## src/rtl/serial_alu_pkg.sv

```systemverilog
// Shared types for the digit-serial adder/subtractor: operation codes and FSM states.
package serial_alu_pkg;

    typedef enum logic [1:0] {
        OP_ADD = 2'b00,
        OP_ADC = 2'b01,
        OP_SUB = 2'b10,
        OP_SBC = 2'b11
    } op_e;

    typedef enum logic {
        S_IDLE = 1'b0,
        S_RUN  = 1'b1
    } state_e;

    // SBC feeds ~c_in so that a - b - c_in falls out of a + ~b + carry.
    function automatic logic init_carry(input op_e op, input logic c_in);
        logic c;
        case (op)
            OP_ADD:  c = 1'b0;
            OP_ADC:  c = c_in;
            OP_SUB:  c = 1'b1;
            default: c = ~c_in;
        endcase
        return c;
    endfunction

endpackage

```

## src/rtl/serial_addsub_digit_adder.sv

```systemverilog
// Ripple-carry digit adder built from full_adder cells; also exposes the carry
// into the top bit so the caller can derive signed overflow.
module full_adder (
    input  logic a_i,
    input  logic b_i,
    input  logic c_i,
    output logic s_o,
    output logic c_o
);
    assign s_o = a_i ^ b_i ^ c_i;
    assign c_o = (a_i & b_i) | (a_i & c_i) | (b_i & c_i);
endmodule

module digit_adder #(
    parameter int DIGIT = 1
) (
    input  logic [DIGIT-1:0] a_i,
    input  logic [DIGIT-1:0] b_i,
    input  logic             c_i,
    output logic [DIGIT-1:0] sum_o,
    output logic             c_out_o,
    output logic             c_msb_in_o
);
    logic [DIGIT:0] carry;

    assign carry[0] = c_i;

    for (genvar i = 0; i < DIGIT; i++) begin : g_cell
        full_adder u_fa (
            .a_i (a_i[i]),
            .b_i (b_i[i]),
            .c_i (carry[i]),
            .s_o (sum_o[i]),
            .c_o (carry[i+1])
        );
    end

    assign c_out_o    = carry[DIGIT];
    assign c_msb_in_o = carry[DIGIT-1];
endmodule

```

## src/rtl/serial_addsub.sv

```systemverilog
// Digit-serial add/subtract unit: DIGIT bits per clock, WIDTH/DIGIT cycles per operation.
// state  | meaning
// S_IDLE | ready, waiting for start
// S_RUN  | shifting digits through the adder; last digit registers result and flags
module serial_addsub
    import serial_alu_pkg::*;
#(
    parameter int WIDTH = 17,
    parameter int DIGIT = 1
) (
    input  logic             clk,
    input  logic             reset,
    input  logic             start,
    input  logic [1:0]       op,
    input  logic [WIDTH-1:0] a,
    input  logic [WIDTH-1:0] b,
    input  logic             c_in,
    output logic             ready,
    output logic             done,
    output logic [WIDTH-1:0] out,
    output logic             c_out,
    output logic             zero,
    output logic             ovf
);
    localparam int N  = WIDTH / DIGIT;
    localparam int CW = $clog2(N + 1);

    if (WIDTH < 2 || DIGIT < 1 || DIGIT > WIDTH || (WIDTH % DIGIT) != 0) begin : g_bad_params
        $error("serial_addsub: WIDTH must be >= 2 and a multiple of DIGIT");
    end

    state_e           state_q, state_d;
    logic [WIDTH-1:0] a_q, a_d;
    logic [WIDTH-1:0] b_q, b_d;
    logic [WIDTH-1:0] res_q, res_d;
    logic             carry_q, carry_d;
    logic [CW-1:0]    cnt_q, cnt_d;
    logic [WIDTH-1:0] out_q, out_d;
    logic             c_out_q, c_out_d;
    logic             zero_q, zero_d;
    logic             ovf_q, ovf_d;
    logic             done_q, done_d;

    logic [DIGIT-1:0] dig_sum;
    logic             dig_cout;
    logic             dig_msb_in;

    digit_adder #(.DIGIT(DIGIT)) u_digit_adder (
        .a_i        (a_q[DIGIT-1:0]),
        .b_i        (b_q[DIGIT-1:0]),
        .c_i        (carry_q),
        .sum_o      (dig_sum),
        .c_out_o    (dig_cout),
        .c_msb_in_o (dig_msb_in)
    );

    always_comb begin
        state_d = state_q;
        a_d     = a_q;
        b_d     = b_q;
        res_d   = res_q;
        carry_d = carry_q;
        cnt_d   = cnt_q;
        out_d   = out_q;
        c_out_d = c_out_q;
        zero_d  = zero_q;
        ovf_d   = ovf_q;
        done_d  = 1'b0;
        ready   = 1'b0;

        case (state_q)
            S_IDLE: begin
                ready = 1'b1;
                if (start) begin
                    a_d     = a;
                    b_d     = op[1] ? ~b : b;
                    carry_d = init_carry(op_e'(op), c_in);
                    cnt_d   = '0;
                    state_d = S_RUN;
                end
            end
            S_RUN: begin
                a_d     = a_q >> DIGIT;
                b_d     = b_q >> DIGIT;
                res_d   = res_q >> DIGIT;
                res_d[WIDTH-1 -: DIGIT] = dig_sum;
                carry_d = dig_cout;
                cnt_d   = cnt_q + CW'(1);
                if (cnt_q == CW'(N - 1)) begin
                    out_d   = res_d;
                    c_out_d = dig_cout;
                    zero_d  = (res_d == '0);
                    ovf_d   = dig_cout ^ dig_msb_in;
                    done_d  = 1'b1;
                    state_d = S_IDLE;
                end
            end
            default: state_d = S_IDLE;
        endcase
    end

    always_ff @(posedge clk or posedge reset) begin
        if (reset) begin
            state_q <= S_IDLE;
            a_q     <= '0;
            b_q     <= '0;
            res_q   <= '0;
            carry_q <= 1'b0;
            cnt_q   <= '0;
            out_q   <= '0;
            c_out_q <= 1'b0;
            zero_q  <= 1'b0;
            ovf_q   <= 1'b0;
            done_q  <= 1'b0;
        end else begin
            state_q <= state_d;
            a_q     <= a_d;
            b_q     <= b_d;
            res_q   <= res_d;
            carry_q <= carry_d;
            cnt_q   <= cnt_d;
            out_q   <= out_d;
            c_out_q <= c_out_d;
            zero_q  <= zero_d;
            ovf_q   <= ovf_d;
            done_q  <= done_d;
        end
    end

    assign done  = done_q;
    assign out   = out_q;
    assign c_out = c_out_q;
    assign zero  = zero_q;
    assign ovf   = ovf_q;

endmodule

```

## config.mk

```make
export PLATFORM = sky130hd
export DESIGN_NAME = serial_addsub
export DESIGN_NICKNAME = d
export VERILOG_FILES = /design/src/rtl/serial_alu_pkg.sv /design/src/rtl/serial_addsub_digit_adder.sv /design/src/rtl/serial_addsub.sv
export SDC_FILE = /design/constraint.sdc
export NUM_CORES = 1
export LEC_CHECK = 0
export CAP_MARGIN = 30
export CORE_MARGIN = 3
export CORE_UTILIZATION = 45
export DETAILED_ROUTE_END_ITERATION = 10
export PLACE_DENSITY = 0.76
export SLEW_MARGIN = 20
export SYNTH_ARGS = -nofsm -noshare
export SYNTH_HDL_FRONTEND = slang
export SYNTH_HIERARCHICAL = 1
export SYNTH_SLANG_ARGS = --single-unit
```

## constraint.sdc

```tcl
create_clock -name clk -period 3.3 [get_ports clk]
set_clock_uncertainty 0.2 [all_clocks]
set_input_delay 0.495 -clock clk [delete_from_list [all_inputs] [get_ports clk]]
set_output_delay 0.495 -clock clk [all_outputs]
set_load 0.005 [all_outputs]
```

==> results of run 1 <==
-- cells in the final DEF (no fill, tap or decap) --
cell             count
xor2_1              19
nand3_1              2
fa_1                 1
nand4_1              1
a31oi_1              1
o22ai_1              1
inv_6                1
bufinv_16            2
o31ai_1              2
clkinvlp_4           1
clkinv_2             1
nor2b_1              1
a211oi_1             1
or3_1                1
o41ai_1              1
dfrtp_2              1
mux2i_1             33
nor2_1               6
clkdlybuf4s50_1     60
or4_4                1
xnor2_1              1
mux2_2              28
o21ai_0             36
mux2_4               8
nand3b_1             1
clkbuf_8            10
nor4_1               3
dfrtp_1             77
nand2_1             38
buf_4                3
inv_1                2
a21bo_2              1
buf_2                1
ha_1                 2
clkinv_4             3
buf_12               1
inv_4                1
-- final timing paths --
kind,to,slack [ns],cells after the start
worst max register to register,ovf$_DFFE_PP0P_,1.24,6
worst min register to register,a_q[3]$_DFFE_PP0P_,0.29,2
min in group asynchronous,done$_DFF_PP0_,0.33,2
worst max-delay path,ready,1.23,2
worst min-delay path,a_q[3]$_DFFE_PP0P_,0.29,2
max in group asynchronous,state_q$_DFF_PP0_,1.94,3
-- routing by layer --
metal | up-vias | GRT usage | wire length, µm
met5 | - | 0 | 0
met3 | 10 | 0.0430 | 244
li1 | 1117 | - | -
met2 | 32 | 0.241 | 3160
met4 | 0 | 0.0601 | 116
met1 | 1099 | 0.207 | 2950
-- power by group through the flow --
| stage | clock [mW] | sequential [mW] | combinational (mW) |
|---|---|---|---|
| after detailed placement | 0 | 1.60 | 1.09 |
| after global routing | 0.869 | 1.65 | 1.20 |
| after CTS | 0.827 | 1.59 | 1.09 |
| after floorplan | 0 | 1.54 | 0.710 |
| final | 0.804 | 1.59 | 1.07 |
| after global placement | 0 | 1.60 | 1.05 |
-- worst max-delay path, delay by kind of cell, from the launching register on --
family / cells / cell delay, ns
buffers and inverters: 2 / 0.61
DFF: 1 / 0.42
-- cell type report --
| class | count | area (µm²) |
|---|---|---|
| Fill cell | 633 | 3010 |
| Sequential cell | 78 | 1950 |
| Multi-Input combinational cell | 189 | 1450 |
| Timing Repair Buffer | 65 | 648 |
| Clock buffer | 10 | 138 |
| Tap cell | 99 | 124 |
| Clock inverter | 6 | 93.8 |
| Inverter | 5 | 27.5 |
-- logic make-up after synthesis --
family,Yosys count
muxes,69
buffers and inverters,25
xor gates and xnor gates,20
adders and majority gates,3
and+or+nand+nor,54
AOI/OAI and AO/OA,43
DFF,78
-- metrics by stage --
stage	hold WS, ns	instances	instance area (µm²)
after floorplan	0.249	292	3540
after global placement	0.264	436	4200
after detailed placement	0.267	436	4200
after CTS	0.289	452	4440
after global routing	0.313	452	4440
final	0.285	452	4440
-- cells in the mapped netlist (3+ instances only) --
cell | number | area, µm²
dfrtp_1 | 78 | 1950
nand2_1 | 38 | 143
o21ai_0 | 36 | 180
mux2i_1 | 33 | 330
mux2_2 | 28 | 315
xor2_1 | 19 | 166
clkbuf_1 | 10 | 37.5
mux2_4 | 8 | 120
nor2_1 | 6 | 22.5
buf_1 | 4 | 15.0
inv_1 | 3 | 11.3
nor4_1 | 3 | 18.8
-- flip-flops by register name, indices dropped and copies added (netlist names) --
| name | flops |
|---|---|
| cnt_q | 5 |
| carry_q | 1 |
| done | 1 |
| c_out | 1 |
| b_q | 17 |
| out | 17 |
| zero | 1 |
| ovf | 1 |
| a_q | 17 |
| res_q | 16 |
| state_q | 1 |
==> reports/qor.yml, run 1 <==
worst_hold_path:
  worstHoldStart: "a_q[4]$_DFFE_PP0P_"
  hold_path_class: "flip-flop to flip-flop"
yosys:
  synthesis.area_mm2: 0.00354
  synthArstFlopShare: 1.00
  ys.flop_type: "dfrtp_1"
  synthCells: 292
  syn_avg_cell_area_um2: 12.1
  yosys_warnings: 6
  synth_compound_area_frac: 0.0661
  ys_seq_area_frac: 0.552
  ys_types: 33
  synth_top_family_by_area: "multiplexers"
  synth_edf_count: 0
  ys_seq_elements: 78
  yosys.area_share.adder: 0.0127
  synth-xor-area-share: 0.0495
  synth-simple-area-share: 0.0654
  synth_mux_area_frac: 0.216
  synth_nets: 335
setup_path:
  cp_data_arrival_time_ns: 1.37
  rr_startpoint: "cnt_q[0]$_DFFE_PP0P_"
  startpoint: "state_q$_DFF_PP0_"
  crit_type: "flip-flop to primary output"
  cp-end-kind: "primary output"
  crit_fanout: 8
  crit_path_top_delay_cell: "clkdlybuf4s50_1"
  worstPathCellList: "inv_4 -> clkdlybuf4s50_1"
  cp-start-kind: "flip-flop"
  crit_required_ns: 2.60
  crit_path_max_incr_delay_ns: 0.51
die:
  die_x_um: 94.7
  rows: 31
  fp.coreArea_mm2: 0.00745
  die_h_um: 94.7
  io_pins: 62
  die_area_mm2: 0.00896
  start_util: 0.475
clock_tree:
  cts_hold_buffers: 0
  cts_tree: "built"
  clk_latency_ns: 0.34
  clk_path_buf_depth: 2
  cts_buffers: 9
  root_buffer: "clkbuf_8"
  cts_repair_resize_count: 0
  path_clk_slew_ns: 0.08
  cts_setup_buffers: 0
  clock_sinks: 78
  cts_max_level: 3
routing:
  ant_nets: 0
  wl_per_cell_um: 14.3
  drt-initial-drc-count: 81
  drc: 0
  wl_mm: 6.46
  routed_via_density: 5.00
  num_vias: 2258
  first_pass_iters: 4
global_routing:
  grt_pass1_vias: 2246
  antenna_found_initial: 0
  grt_first_pass_wirelength_mm: 10.9
  grt_max_degree: 88
  grt_use_total: 0.155
  gr-total-overflow: 0
outcome:
  status: "completed"
power_and_ir_drop:
  total_power_mw: 3.46
  p_sw_frac: 0.301
  leakage_nw: 2.04
  p_sw_mw: 1.04
  power_frac_clock: 0.232
  ir_drop_mv: 0.328
  pwr_density_cell_mw_per_mm2: 780
  comb_power_share: 0.308
  power_frac_seq: 0.459
  internal-power_mw: 2.42
sta:
  setup_violations: 0
  max_freq_mhz: 484
  slew_headroom: 0.478
  hold_violations: 0
  rsz0062_at_grt: "no"
  min_period_over_period: 0.626
  tns_ns: 0
  layout_setup_ws_ns: 1.23
  tightest_slew_ns: 0.783
  slew_violations: 0
  min_period_ns: 2.07
cells_and_area:
  final_util: 0.596
  area_growth_pct: 25.4
  fin_nets: 391
  drive_gt1_frac: 0.178
  diodes: 0
placed_design:
  dpl.hpwl_mm: 4.36
  port_buffers: 61
  pre_cts_ws_ns: 1.22
  place.gp.congestion: 0.740
flow_run:
  cap_violations: 0
(Power assumes the default switching activity.)
==> run 2: changes to the inputs <==
==> constraint.sdc (replaced) <==
create_clock -name clk -period 1.95 [get_ports clk]
set_clock_uncertainty 0.2 [all_clocks]
set_input_delay 0.2925 -clock clk [delete_from_list [all_inputs] [get_ports clk]]
set_output_delay 0.2925 -clock clk [all_outputs]
set_load 0.005 [all_outputs]
==> reports/qor.yml, run 2 (same netlist as run 1, synthesis figures left out) <==
clock_tree:
  clk_latency_ns: 0.34  # about the same
  path_clk_slew_ns: 0.08  # about the same
  clk_path_buf_depth: 2  # unchanged
  clock_sinks: 78  # unchanged
  cts_buffers: 9  # unchanged
  cts_tree: "built"  # unchanged
  cts_hold_buffers: 0  # unchanged
  root_buffer: "clkbuf_8"  # unchanged
  cts_max_level: 3  # unchanged
setup_path:
  worstPathCellList: "inv_2 -> ha_4 -> nand2_2 -> or4_4 -> clkinv_8 -> mux2_2"  # was inv_4 -> clkdlybuf4s50_1
  crit_fanout: 9  # was 8
  crit_type: "flip-flop to flip-flop"  # was flip-flop to primary output
  cp_data_arrival_time_ns: 1.99  # was 1.37 ns
  crit_path_max_incr_delay_ns: 0.54  # was 0.51 ns
  cp-end-kind: "flip-flop"  # was primary output
  cp-start-kind: "flip-flop"  # unchanged
  crit_required_ns: 1.98  # was 2.60 ns
  crit_path_top_delay_cell: "or4_4"  # was clkdlybuf4s50_1
power_and_ir_drop:
  power_frac_seq: 0.437  # was 0.459
  leakage_nw: 2.12  # was 2.04 nW
  pwr_density_cell_mw_per_mm2: 1340  # was 780 mW/mm²
  internal-power_mw: 4.37  # was 2.42 mW
  ir_drop_mv: 0.582  # was 0.328 mV
  comb_power_share: 0.319  # was 0.308
  p_sw_frac: 0.290  # was 0.301
  power_frac_clock: 0.244  # was 0.232
  p_sw_mw: 1.78  # was 1.04 mW
cells_and_area:
  layout_common_cells: "dfrtp_1, clkdlybuf4s50_1, nand2_1"  # unchanged
  area_growth_pct: 30.0  # was 25.4%
  design_area_mm2: 0.00460  # was 0.00444 mm²
  nFillCells: 623  # was 633
  drive_gt1_frac: 0.210  # was 0.178
  final_common_cell: "dfrtp_1"  # unchanged
  diodes: 0  # unchanged
  fin_cells: 461  # was 452
  fin_nets: 401  # was 391
routing:
  dr_wl_met2_mm: 3.25  # was 3.16 mm
  drt-initial-drc-count: 69  # was 81
  drc: 0  # unchanged
  routed.top_layer: "met4"  # unchanged
  wl_mm: 6.60  # was 6.46 mm
  wl_per_cell_um: 14.3  # about the same
  drt-met1-wl_mm: 3.03  # was 2.95 mm
  num_vias: 2311  # was 2258
  wl_met3_um: 232  # was 244 µm
  first_pass_iters: 4  # unchanged
  ant_nets: 0  # unchanged
  routed_via_density: 5.01  # was 5.00
sta:
  rsz0062_at_grt: "yes"  # was no
  setup_violations: 4  # was 0
  tightest_slew_ns: 0.528  # was 0.783 ns
  slew_headroom: 0.648  # was 0.478
  min_period_ns: 1.95
  min_period_over_period: 1.00
  tns_ns: -0.00767  # was 0 ns
  slew_violations: 0  # unchanged
  layout_setup_ws_ns: -0.00251  # was 1.23 ns
  max_freq_mhz: 512
  hold_violations: 0  # unchanged
global_routing:
  grt_pass1_vias: 2349  # was 2246
  grt_use_total: 0.161  # was 0.155
  grt_first_pass_wirelength_mm: 11.2  # was 10.9 mm
  gr-total-overflow: 0  # unchanged
  grt_max_degree: 67  # was 88
  antenna_found_initial: 0  # unchanged
placed_design:
  place_area_mm2: 0.00428  # was 0.00420 mm²
  port_buffers: 61  # unchanged
  dpl.hpwl_mm: 4.52  # was 4.36 mm
  dpl.cell_count: 443  # was 436
  place.gp.congestion: 0.749  # was 0.740
  pre_cts_ws_ns: -0.00465  # was 1.22 ns
die:
  io_pins: 62  # unchanged
  die_h_um: 94.7  # unchanged
  die_x_um: 94.7  # unchanged
  die_area_mm2: 0.00896  # unchanged
  fp.coreArea_mm2: 0.00745  # unchanged
  rows: 31  # unchanged
  start_util: 0.475  # unchanged
flow_run:
  cap_violations: 0  # unchanged
outcome:
  violations: "negative setup slack"
  status: "finished, violations left"  # was completed
worst_hold_path:
  hold_path_class: "primary input to async pin"  # was flip-flop to flip-flop
## run 2: layout make-up
cell class / count / area (µm²) / area share
flip-flops and latches: 78 / 1950 / 0.425
multi-input cells: 189 / 1480 / 0.322
repair buffers: 73 / 724 / 0.157
clock buffers: 12 / 165 / 0.0359
well taps: 99 / 124 / 0.0269
clock inverters: 3 / 90.1 / 0.0196
inverters: 5 / 37.5 / 0.00816
repair inverters: 2 / 25.0 / 0.00544
## run 2: worst max-delay path: cells and delay by family, from the launching register on
kind | cells | cell delay, ns
buffers and inverters | 2 | 0.21
muxes | 1 | 0.33
adders and majority gates | 1 | 0.13
DFF | 1 | 0.39
and+or+nand+nor | 2 | 0.58
## run 2: final timing paths
path | end | startpoint | cells past startpoint | slack [ns]
worst max-delay path | out[10]$_DFFE_PP0P_ | cnt_q[1]$_DFFE_PP0P_ | 6 | -0.003
worst min-delay path | res_q[3]$_DFFE_PP0P_ | reset | 2 | 0.10
worst max register to register | out[10]$_DFFE_PP0P_ | cnt_q[1]$_DFFE_PP0P_ | 6 | -0.003
worst min register to register | a_q[14]$_DFFE_PP0P_ | a_q[15]$_DFFE_PP0P_ | 2 | 0.28
max in group asynchronous | a_q[11]$_DFFE_PP0P_ | reset | 3 | 0.96
min in group clk | b_q[1]$_DFFE_PP0P_ | start | 3 | 0.17
## run 2: per-layer routing
layer	vias to the layer above	GRT usage
met5	-	0
met4	0	0.0721
met3	8	0.0327
met2	34	0.259
met1	1132	0.212
li1	1137	-
## run 2: what timing repair did
item,in CTS,in global routing
endpoints found under the setup margin,8,19
hold endpoints to repair,0,0
pin swaps,0,0
cloned,1,1
buffers inserted,0,1
gates resized for setup,1,11
## run 2: power groups by stage
stage          Clock [mW]  Combinational, mW  Sequential (mW)
2_1_floorplan           0               1.21             2.61
3_3_place_gp            0               1.82             2.69
3_5_place_dp            0               1.90             2.71
4_1_cts              1.53               1.91             2.69
5_1_grt              1.61               2.19             2.79
6_report             1.50               1.96             2.69
## run 2: stage by stage
step / power (mW) / hold WS (ns) / util
4_1_cts: 6.13 / 0.106 / 0.610
5_1_grt: 6.60 / 0.124 / 0.618
3_3_place_gp: 4.51 / 0.262 / 0.575
3_5_place_dp: 4.61 / 0.272 / 0.575
6_report: 6.16 / 0.105 / 0.618
2_1_floorplan: 3.82 / 0.249 / -
==> run 3: changes to the inputs <==
--- a/config.mk
+++ b/config.mk
@@ -13,5 +13,4 @@
 export SLEW_MARGIN = 20
 export SYNTH_ARGS = -nofsm -noshare
 export SYNTH_HDL_FRONTEND = slang
-export SYNTH_HIERARCHICAL = 1
 export SYNTH_SLANG_ARGS = --single-unit
==> reports/qor.yml, run 3 <==
yosys:
  synth_commonest_cells: "dfrtp_1, nand2_1, o21ai_0"  # unchanged
  ys_seq_elements: 78  # unchanged
  synthArstFlopShare: 1.00  # unchanged
  ys_types: 33  # unchanged
  synth_compound_area_frac: 0.0663  # was 0.0661
  yosysTopAreaCellShare: 0.553  # was 0.552
  syn_avg_cell_area_um2: 12.1  # about the same
  ys_seq_area_frac: 0.553  # was 0.552
  yosys_warnings: 0  # was 6
  synthCells: 291  # was 292
  ys.flop_type: "dfrtp_1"  # unchanged
  synth_top_family_by_area: "multiplexers"  # unchanged
  synthesis.area_mm2: 0.00353  # was 0.00354 mm²
  synth-xor-area-share: 0.0496  # was 0.0495
  synth_nets: 334  # was 335
  synthMostInstantiatedCell: "dfrtp_1"  # unchanged
  yosysTopAreaCell: "dfrtp_1"  # unchanged
  synth_edf_count: 0  # unchanged
  synth-simple-area-share: 0.0656  # was 0.0654
  synth_mux_area_frac: 0.217  # was 0.216
  yosys.area_share.adder: 0.0128  # was 0.0127
  netlist_top_cells_area: "dfrtp_1, mux2i_1, mux2_2, o21ai_0, xor2_1"  # unchanged
sta:
  min_period_over_period: 1.01  # was 1.00
  hold_violations: 0  # unchanged
  max_freq_mhz: 507  # was 512 MHz
  slew_violations: 0  # unchanged
  layout_setup_ws_ns: -0.0220  # was -0.00251 ns
  tns_ns: -0.0845  # was -0.00767 ns
  setup_violations: 10  # was 4
  rsz0062_at_grt: "yes"  # unchanged
  slew_headroom: 0.647  # was 0.648
  min_period_ns: 1.97  # was 1.95 ns
  tightest_slew_ns: 0.530  # was 0.528 ns
power_and_ir_drop:
  leakage_nw: 2.13  # was 2.12 nW
  pwr_density_cell_mw_per_mm2: 1320  # was 1340 mW/mm²
  ir_drop_mv: 0.712  # was 0.582 mV
setup_path:
  cp-end-kind: "flip-flop"  # unchanged
  cp-start-kind: "flip-flop"  # unchanged
  crit_type: "flip-flop to flip-flop"  # unchanged
  crit_required_ns: 1.97  # was 1.98 ns
  crit_fanout: 5  # was 9
  cp_data_arrival_time_ns: 1.99  # about the same
cells_and_area:
  layout_common_cells: "dfrtp_1, clkdlybuf4s50_1, nand2_1"  # unchanged
  final_common_cell: "dfrtp_1"  # unchanged
  drive_gt1_frac: 0.214  # was 0.210
  fin_nets: 402  # was 401
  fin_cells: 463  # was 461
  area_growth_pct: 30.6  # was 30.0%
  diodes: 0  # unchanged
global_routing:
  grt_use_total: 0.160  # was 0.161
  grt_pass1_vias: 2375  # was 2349
  antenna_found_initial: 0  # unchanged
  grt_first_pass_wirelength_mm: 11.1  # was 11.2 mm
  gr-total-overflow: 0  # unchanged
  grt_max_degree: 79  # was 67
routing:
  wl_mm: 6.55  # was 6.60 mm
  drc: 0  # unchanged
  first_pass_iters: 4  # unchanged
  drt-initial-drc-count: 98  # was 69
  num_vias: 2290  # was 2311
  wl_per_cell_um: 14.1  # was 14.3 µm
  routed_via_density: 4.95  # was 5.01
  ant_nets: 0  # unchanged
placed_design:
  dpl.hpwl_mm: 4.27  # was 4.52 mm
  place.gp.congestion: 0.753  # was 0.749
  port_buffers: 61  # unchanged
  dpl.cell_count: 442  # was 443
  pre_cts_ws_ns: -0.00612  # was -0.00465 ns
die:
  die_h_um: 94.6  # was 94.7 µm
  io_pins: 62  # unchanged
  die_area_mm2: 0.00895  # was 0.00896 mm²
  die_x_um: 94.6  # was 94.7 µm
  start_util: 0.474  # was 0.475
  fp.coreArea_mm2: 0.00745  # unchanged
  rows: 31  # unchanged
clock_tree:
  path_clk_slew_ns: 0.08  # about the same
  cts_buffers: 9  # unchanged
  cts_tree: "built"  # unchanged
  root_buffer: "clkbuf_8"  # unchanged
  clk_latency_ns: 0.34  # about the same
  cts_hold_buffers: 0  # unchanged
  clock_sinks: 78  # unchanged
  clk_path_buf_depth: 2  # unchanged
  cts_max_level: 3  # unchanged
worst_hold_path:
  hold_path_class: "primary input to flip-flop"  # was primary input to async pin
flow_run:
  cap_violations: 0  # unchanged
outcome:
  status: "finished, violations left"  # unchanged
  violations: "negative setup slack"  # unchanged
run 3: cell count changes in the layout (fill, tap and decap cells not counted), sizes merged:
cell | previous run | this run
buf | 13 | 14
bufinv | 3 | 2
clkbuf | 12 | 9
clkinvlp | 1 | 2
inv | 4 | 8
run 3: cell type report:
| class | instances | area, µm² |
|---|---|---|
| fill | 610 | 2840 |
| sequential | 78 | 1950 |
| multi-input combinational | 189 | 1510 |
| timing repair buffer | 74 | 744 |
| clock buffer | 9 | 124 |
| tap | 99 | 124 |
| clock inverter | 7 | 103 |
| inverter | 5 | 37.5 |
| timing repair inverter | 2 | 20.0 |
run 3: kinds of logic (layout without fill, tap and decap cells):
kind of cell / Yosys count / count (layout)
buffers and inverters: 24 / 97
flip-flops: 78 / 78
XOR/XNOR: 20 / 20
adder cells (fa/ha/maj): 3 / 3
AND/OR/NAND/NOR: 54 / 54
AO/OA/AOI/OAI: 43 / 43
multiplexers: 69 / 69
run 3: per-stage QoR:
step | power [mW] | instance area, µm² | hold WS, ns | utilization
2_1_floorplan | 3.80 | 3540 | 0.249 | -
5_1_grt | 6.54 | 4610 | 0.208 | 0.619
4_1_cts | 5.99 | 4520 | 0.188 | 0.607
6_report | 6.08 | 4610 | 0.208 | 0.619
3_5_place_dp | 4.61 | 4280 | 0.271 | 0.575
3_3_place_gp | 4.52 | 4280 | 0.263 | 0.575
run 3: report_power, final:
group / internal [mW] / leakage, nW / switching (mW) / total [mW]
Sequential: 2.25 / 1.02 / 0.432 / 2.68
Clock: 0.736 / 0.111 / 0.607 / 1.34
Combinational: 1.24 / 0.995 / 0.813 / 2.06
run 3: worst max-delay path, cell delays in order, from the launching register on:
cell     delay, ns
dfrtp_1       0.41
inv_2         0.08
ha_4          0.13
nand2_4       0.04
or4_4         0.54
inv_6         0.14
mux2_4        0.31
run 3: worst paths after layout:
kind                                            from              endpoint  slack [ns]  depth (start not counted)
worst max register to register  cnt_q[1]$_DFFE_PP0P_    out[5]$_DFFE_PP0P_       -0.02                          6
min in group asynchronous                      reset    out[2]$_DFFE_PP0P_        0.23                          3
max in group asynchronous                      reset     state_q$_DFF_PP0_        1.00                          3
worst min register to register    b_q[4]$_DFFE_PP0P_    b_q[3]$_DFFE_PP0P_        0.29                          2
worst min-delay path                           start  cnt_q[3]$_DFFE_PP0P_        0.21                          2
worst max-delay path            cnt_q[1]$_DFFE_PP0P_    out[5]$_DFFE_PP0P_       -0.02                          6
run 3: metal layers:
layer | global-route usage | share of wire
met1 | 0.213 | 0.48
met2 | 0.252 | 0.46
met3 | 0.0311 | 0.042
met4 | 0.0757 | 0.018
met5 | 0 | 0
run 3: repair_timing:
item | in CTS | in global routing
resized for setup | 1 | 16
setup buffers | 0 | 3
cloned | 1 | 1
setup endpoints to repair | 9 | 20
